`src/rtl/eightb_div_seq.sv`:
```
// Sequential dual-rail 16/8 restoring divider: decodes a dual-rail product word
// back into an 8-bit quotient and remainder, one quotient bit per cycle.
module eightb_div_seq (
`ifdef USE_POWER_PINS
    input  logic        vdd,
    input  logic        vss,
`endif
    input  logic        clk,
    input  logic        rst,
    input  logic        in_valid,
    output logic        in_ready,
    input  logic [15:0] p,
    input  logic [15:0] p_not,
    input  logic [7:0]  b,
    input  logic [7:0]  b_not,
    output logic        out_valid,
    input  logic        out_ready,
    output logic [7:0]  q,
    output logic [7:0]  q_not,
    output logic [7:0]  r,
    output logic [7:0]  r_not,
    output logic        err_rail,
    output logic        err_div0,
    output logic        err_ovf,
    output logic [1:0]  dbg_state
);

    // Handshake: a word transfers on any rising edge where valid && ready are
    // both high; valid never depends on ready, and once raised, out_valid and
    // the result fields hold steady until the transfer completes.

    typedef enum logic [1:0] {
        IDLE  = 2'd0,
        CHECK = 2'd1,
        CALC  = 2'd2,
        DONE  = 2'd3
    } state_t;

    state_t      state;
    logic [15:0] p_reg;
    logic [15:0] pn_reg;
    logic [7:0]  b_reg;
    logic [7:0]  bn_reg;
    logic [7:0]  rem;
    logic [7:0]  quo;
    logic [2:0]  cnt;

    logic        rail_bad;
    logic        div0;
    logic        ovf;
    logic        p_bit;
    logic [8:0]  rem_sh;
    logic        fits;
    logic [7:0]  rem_nx;
    logic [7:0]  quo_nx;

    // A rail pair is healthy only when its two bits differ.
    assign rail_bad = ~&{p_reg ^ pn_reg, b_reg ^ bn_reg};
    assign div0     = (b_reg == 8'd0);
    assign ovf      = (p_reg[15:8] >= b_reg);

    // One restoring step; the low dividend byte is consumed MSB-first.
    assign p_bit  = p_reg[3'd7 - cnt];
    assign rem_sh = {rem, p_bit};
    assign fits   = (rem_sh >= {1'b0, b_reg});
    assign rem_nx = fits ? 8'(rem_sh - {1'b0, b_reg}) : rem_sh[7:0];
    assign quo_nx = {quo[6:0], fits};

    assign in_ready  = (state == IDLE) && !rst;
    assign q_not     = ~q;
    assign r_not     = ~r;
    assign dbg_state = state;

    always_ff @(posedge clk) begin
        if (rst) begin
            state     <= IDLE;
            p_reg     <= 16'd0;
            pn_reg    <= 16'd0;
            b_reg     <= 8'd0;
            bn_reg    <= 8'd0;
            rem       <= 8'd0;
            quo       <= 8'd0;
            cnt       <= 3'd0;
            out_valid <= 1'b0;
            q         <= 8'd0;
            r         <= 8'd0;
            err_rail  <= 1'b0;
            err_div0  <= 1'b0;
            err_ovf   <= 1'b0;
        end else begin
            case (state)
                IDLE: begin
                    if (in_valid && in_ready) begin
                        p_reg  <= p;
                        pn_reg <= p_not;
                        b_reg  <= b;
                        bn_reg <= b_not;
                        state  <= CHECK;
                    end
                end
                CHECK: begin
                    if (rail_bad) begin
                        err_rail  <= 1'b1;
                        out_valid <= 1'b1;
                        q         <= 8'd0;
                        r         <= 8'd0;
                        state     <= DONE;
                    end else if (div0) begin
                        err_div0  <= 1'b1;
                        out_valid <= 1'b1;
                        q         <= 8'd0;
                        r         <= 8'd0;
                        state     <= DONE;
                    end else if (ovf) begin
                        err_ovf   <= 1'b1;
                        out_valid <= 1'b1;
                        q         <= 8'd0;
                        r         <= 8'd0;
                        state     <= DONE;
                    end else begin
                        rem   <= p_reg[15:8];
                        quo   <= 8'd0;
                        cnt   <= 3'd0;
                        state <= CALC;
                    end
                end
                CALC: begin
                    rem <= rem_nx;
                    quo <= quo_nx;
                    cnt <= cnt + 3'd1;
                    if (cnt == 3'd7) begin
                        q         <= quo_nx;
                        r         <= rem_nx;
                        out_valid <= 1'b1;
                        state     <= DONE;
                    end
                end
                DONE: begin
                    if (out_ready) begin
                        out_valid <= 1'b0;
                        q         <= 8'd0;
                        r         <= 8'd0;
                        err_rail  <= 1'b0;
                        err_div0  <= 1'b0;
                        err_ovf   <= 1'b0;
                        state     <= IDLE;
                    end
                end
                default: state <= IDLE;
            endcase
        end
    end

endmodule

```
`config.mk`:
```
export PLATFORM = sky130hd
export DESIGN_NAME = eightb_div_seq
export DESIGN_NICKNAME = d
export VERILOG_FILES = /design/src/rtl/eightb_div_seq.sv
export SDC_FILE = /design/constraint.sdc
export NUM_CORES = 1
export LEC_CHECK = 0
export CAP_MARGIN = 15
export CELL_PAD_IN_SITES_DETAIL_PLACEMENT = 2
export CELL_PAD_IN_SITES_GLOBAL_PLACEMENT = 2
export CORE_MARGIN = 2
export CORE_UTILIZATION = 33
export DETAILED_ROUTE_END_ITERATION = 8
export GPL_TIMING_DRIVEN = 0
export HOLD_SLACK_MARGIN = 0.12
export PLACE_DENSITY = 0.87
export SYNTH_ARGS = -nofsm -noshare
export SYNTH_HDL_FRONTEND = slang
export SYNTH_SLANG_ARGS = --single-unit
```
`constraint.sdc`:
```
create_clock -name clk -period 6.5 [get_ports clk]
set_clock_uncertainty 0.2 [all_clocks]
set_input_delay 1.3 -clock clk [delete_from_list [all_inputs] [get_ports clk]]
set_output_delay 1.3 -clock clk [all_outputs]
set_load 0.005 [all_outputs]
```
==> qor.tcl <==
set qor(status) {finished, final reports clean}
set qor(yosysUniqueCellTypes) 57
set qor(hpwlAfterDp_um) 13260
set qor(wl_per_cell_um) 20.60
set qor(arrival_worst_endpoint_ns) 2.43
set qor(setup_tns_ns) 0
set qor(num_io_pins) 91
set qor(die_width_um) 123.1
set qor(grt_pass1_vias) 5191
set qor(antenna_cells) 0
set qor(worstMarginPinSlew_ns) 0.8865
set qor(postRouteAntennaNets) 0
set qor(post-route-period-util_pct) 60.39
set qor(place_area_mm2) 0.005797
set qor(critPathSlowestCell) {sky130_fd_sc_hd__clkdlybuf4s50_1}
set qor(synth_top_cell_area_share_pct) 37.64
set qor(globalRoute.totalOverflow) 0
set qor(hold_start) {quo[3]}
set qor(gp_congestion) 0.8381
set qor(grt_start_max_net_pins) 17
set qor(synthCells) 579
set qor(layout.core_utilization_pct) 43.95
set qor(worst_setup_path_end_kind) {output pin}
set qor(cp_top_family) {buffers and inverters}
set qor(tritoncts) {yes}
set qor(floorplan.core_area_mm2) 0.01388
set qor(worst_r2r_startpoint) {cnt[1]}
set qor(final_net_count) 754
set qor(power_per_cell_area_mw_per_mm2) 354.0
set qor(peakVddDrop_mv) 0.1363
set qor(tritoncts.num_buffers) 9
set qor(setup_viol) 0
set qor(postCtsSetupRepairBufs) 0
set qor(slew_violations) 0
set qor(max-slew-margin-rel_pct) 40.45
set qor(drt_wl_total_um) 17800
set qor(area.growth.synth_to_final_pct) 30.34
set qor(cts_hold_buf) 0
set qor(start_kind) {primary input}
set qor(grt.total_usage_pct) 24.51
set qor(stdcell_count) 864
set qor(drt_iter0_markers) 198
set qor(path_class) {primary input to output pin}
set qor(postSynthRegisterBits) 88
set qor(cts_resized) 0
set qor(largest_fanout_of_any_net_on_the_critical_path) 8
set qor(fp.dieH_um) 123.1
set qor(max-clock-path-buffers) 2
set qor(post_synth_main_area_contributors) {sky130_fd_sc_hd__dfxtp_1 (38%), sky130_fd_sc_hd__nand2_1 (10%), sky130_fd_sc_hd__mux2i_1 (6.0%)}
set qor(ys_dominant_reg_cell) {sky130_fd_sc_hd__dfxtp_1}
set qor(finalHoldViolations) 0
set qor(layout.cell_area.non_filler_mm2) 0.006101
set qor(worst-path-buf-inv) 2
set qor(post_synth_instance_area_mm2) 0.004681
set qor(count_of_port_buffers_added_during_placement) 89
set qor(unrepaired_setup_endpoints_after_global_routing) {false}
set qor(synth-edff-count) 0
set qor(final_layout_size_suffix_gt1_share_pct) 5.117
set qor(crit_start) {rst}
set qor(floorplan.die_area_mm2) 0.01515
set qor(route.detailed.drc) 0
set qor(synth.yosys.seq_area_share_pct) 37.64
set qor(drtPass1Iterations) 4
set qor(tritoncts_num_sinks) 88
set qor(num-fill-cells) 1572
set qor(number_of_warnings_reported_in_the_yosys_synthesis_log) 0
set qor(timing.final.crit_period_ns) 3.925
set qor(fin_total_pwr_mw) 2.160
set qor(crit_chain) {clkbuf_1, nor2b_1, clkdlybuf4s50_1}
set qor(placedCellCount) 848
set qor(synth_top_area_cell) {sky130_fd_sc_hd__dfxtp_1}
set qor(leakagePower_nw) 2.386
set qor(cts_max_level) 3
set qor(std_cell_rows) 43
set qor(initial_utilization_pct) 33.72
set qor(timing.fmax_ghz) 0.2548
set qor(grt_first_pass_wirelength_um) 28080
set qor(clk_transition_reported_paths_ns) 0.07
set qor(drt-vias-per-instance) 5.389
set qor(syn_avg_cell_area_um2) 8.084
set qor(num_vias) 4656
set qor(critical_path_required_ns) 5.00
set qor(timing.critical_path.slowest_cell_delay_ns) 0.56
set qor(postSynthNetCount) 654
set qor(ys_async_sr_fraction_pct) 0
set qor(clock_tree.root_cell) {sky130_fd_sc_hd__clkbuf_16}
set qor(drv.max_cap_violation_count) 0
set qor(hold_class) {flip-flop to flip-flop}
set qor(clock_insertion_delay_worst_skew_ns) 0.36
set qor(grt_antenna_before_repair) 0
## layout make-up
cell class              instances  area, um2  area share (%)
plain buffers                  34      138.9           2.276
clock buffers                   9      225.2           3.692
clock inverters                 7      78.83           1.292
inverters                      32      120.1           1.969
multi-input cells             425       2660           43.60
flip-flops and latches         88       1762           28.88
well taps                     180      225.2           3.692
repair buffers                 89      890.9           14.60
## through the flow
| stage | worst slack [ns] | hold WS (ns) |
|---|---|---|
| after floorplan | 3.362 | 0.2387 |
| after global placement | 2.628 | 0.2452 |
| after detailed placement | 2.594 | 0.2606 |
| after CTS | 2.588 | 0.2843 |
| after global routing | 2.515 | 0.3043 |
| final | 2.575 | 0.2806 |
## layer usage
metal	global-route usage, %	vias to the layer above	wire [um]
li1	-	2205	-
met1	28.84	2300	7542
met2	44.51	125	9219
met3	4.105	26	677
met4	9.020	0	358
met5	0	-	0
## power by group
part           internal (mW)  switching, mW
logic                  0.342          0.557
registers              0.620         0.0900
clock network          0.302          0.250
## logic make-up after synthesis
group                      Yosys count  synth area share [%]
AOI/OAI and AO/OA                  124                 16.92
xor gates and xnor gates            28                 5.239
adders and majority gates           23                 6.308
buffers and inverters               66                 5.533
DFF                                 88                 37.64
muxes                               32                 7.431
and+or+nand+nor                    218                 20.93
## final timing paths
path / end / slack [ns] / cells past startpoint
setup / recovery: in_ready / 2.57 / 3
hold / removal: quo[3] / 0.28 / 2
setup reg to reg: r[6] / 2.84 / 11
hold reg to reg: quo[3] / 0.28 / 2
## placed cells by master (no fill, tap or decap), types with 3 or more instances in the layout
cell type                         Yosys  routed
sky130_fd_sc_hd__o21ai_0             54      54
sky130_fd_sc_hd__o41ai_1              3       3
sky130_fd_sc_hd__inv_1               32      32
sky130_fd_sc_hd__nor2_1              31      31
sky130_fd_sc_hd__nand3_1             13      13
sky130_fd_sc_hd__nand2_1            128     128
sky130_fd_sc_hd__clkbuf_16            0       9
sky130_fd_sc_hd__o221ai_1             4       4
sky130_fd_sc_hd__xnor2_1              4       4
sky130_fd_sc_hd__mux2i_1             28      28
sky130_fd_sc_hd__nor2b_1              7       7
sky130_fd_sc_hd__clkdlybuf4s50_1      0      89
sky130_fd_sc_hd__o31ai_1              8       8
sky130_fd_sc_hd__xor2_1              24      24
sky130_fd_sc_hd__nor3_1              10      10
sky130_fd_sc_hd__nand2b_1             6       6
sky130_fd_sc_hd__a21oi_1             17      17
sky130_fd_sc_hd__dfxtp_1             88      88
sky130_fd_sc_hd__a211oi_1             6       6
sky130_fd_sc_hd__ha_1                22      22
sky130_fd_sc_hd__clkbuf_1            27      27
sky130_fd_sc_hd__or3_1                3       3
sky130_fd_sc_hd__nand4_1              6       6
sky130_fd_sc_hd__o211ai_1             8       8
sky130_fd_sc_hd__buf_2                3       3
sky130_fd_sc_hd__or4_1                3       3
## cell usage after synthesis (3+ instances only)
cell type                    n
sky130_fd_sc_hd__o211ai_1    8
sky130_fd_sc_hd__ha_1       22
sky130_fd_sc_hd__o31ai_1     8
sky130_fd_sc_hd__o221ai_1    4
sky130_fd_sc_hd__nand4_1     6
sky130_fd_sc_hd__or4_1       3
sky130_fd_sc_hd__o21ai_0    54
sky130_fd_sc_hd__nor2b_1     7
sky130_fd_sc_hd__a21oi_1    17
sky130_fd_sc_hd__xnor2_1     4
sky130_fd_sc_hd__buf_2       3
sky130_fd_sc_hd__nand3_1    13
sky130_fd_sc_hd__nor2_1     31
sky130_fd_sc_hd__clkbuf_1   27
sky130_fd_sc_hd__xor2_1     24
sky130_fd_sc_hd__inv_1      32
sky130_fd_sc_hd__or3_1       3
sky130_fd_sc_hd__mux2i_1    28
sky130_fd_sc_hd__o41ai_1     3
sky130_fd_sc_hd__a211oi_1    6
sky130_fd_sc_hd__nand2b_1    6
sky130_fd_sc_hd__dfxtp_1    88
sky130_fd_sc_hd__nor3_1     10
sky130_fd_sc_hd__nand2_1   128
## worst reg2reg max path, stage by stage (launching register included)
cell and delay [ns]:
sky130_fd_sc_hd__dfxtp_1 0.45, sky130_fd_sc_hd__mux4_2 0.54, sky130_fd_sc_hd__mux2i_1 0.35, sky130_fd_sc_hd__ha_1 0.24, sky130_fd_sc_hd__inv_1 0.06, sky130_fd_sc_hd__fa_1 0.41
sky130_fd_sc_hd__a211oi_1 0.40, sky130_fd_sc_hd__o211ai_1 0.13, sky130_fd_sc_hd__o41a_1 0.14, sky130_fd_sc_hd__a22oi_1 0.28, sky130_fd_sc_hd__o21ai_0 0.18, sky130_fd_sc_hd__mux2i_1 0.19
(Power assumes the default switching activity.)
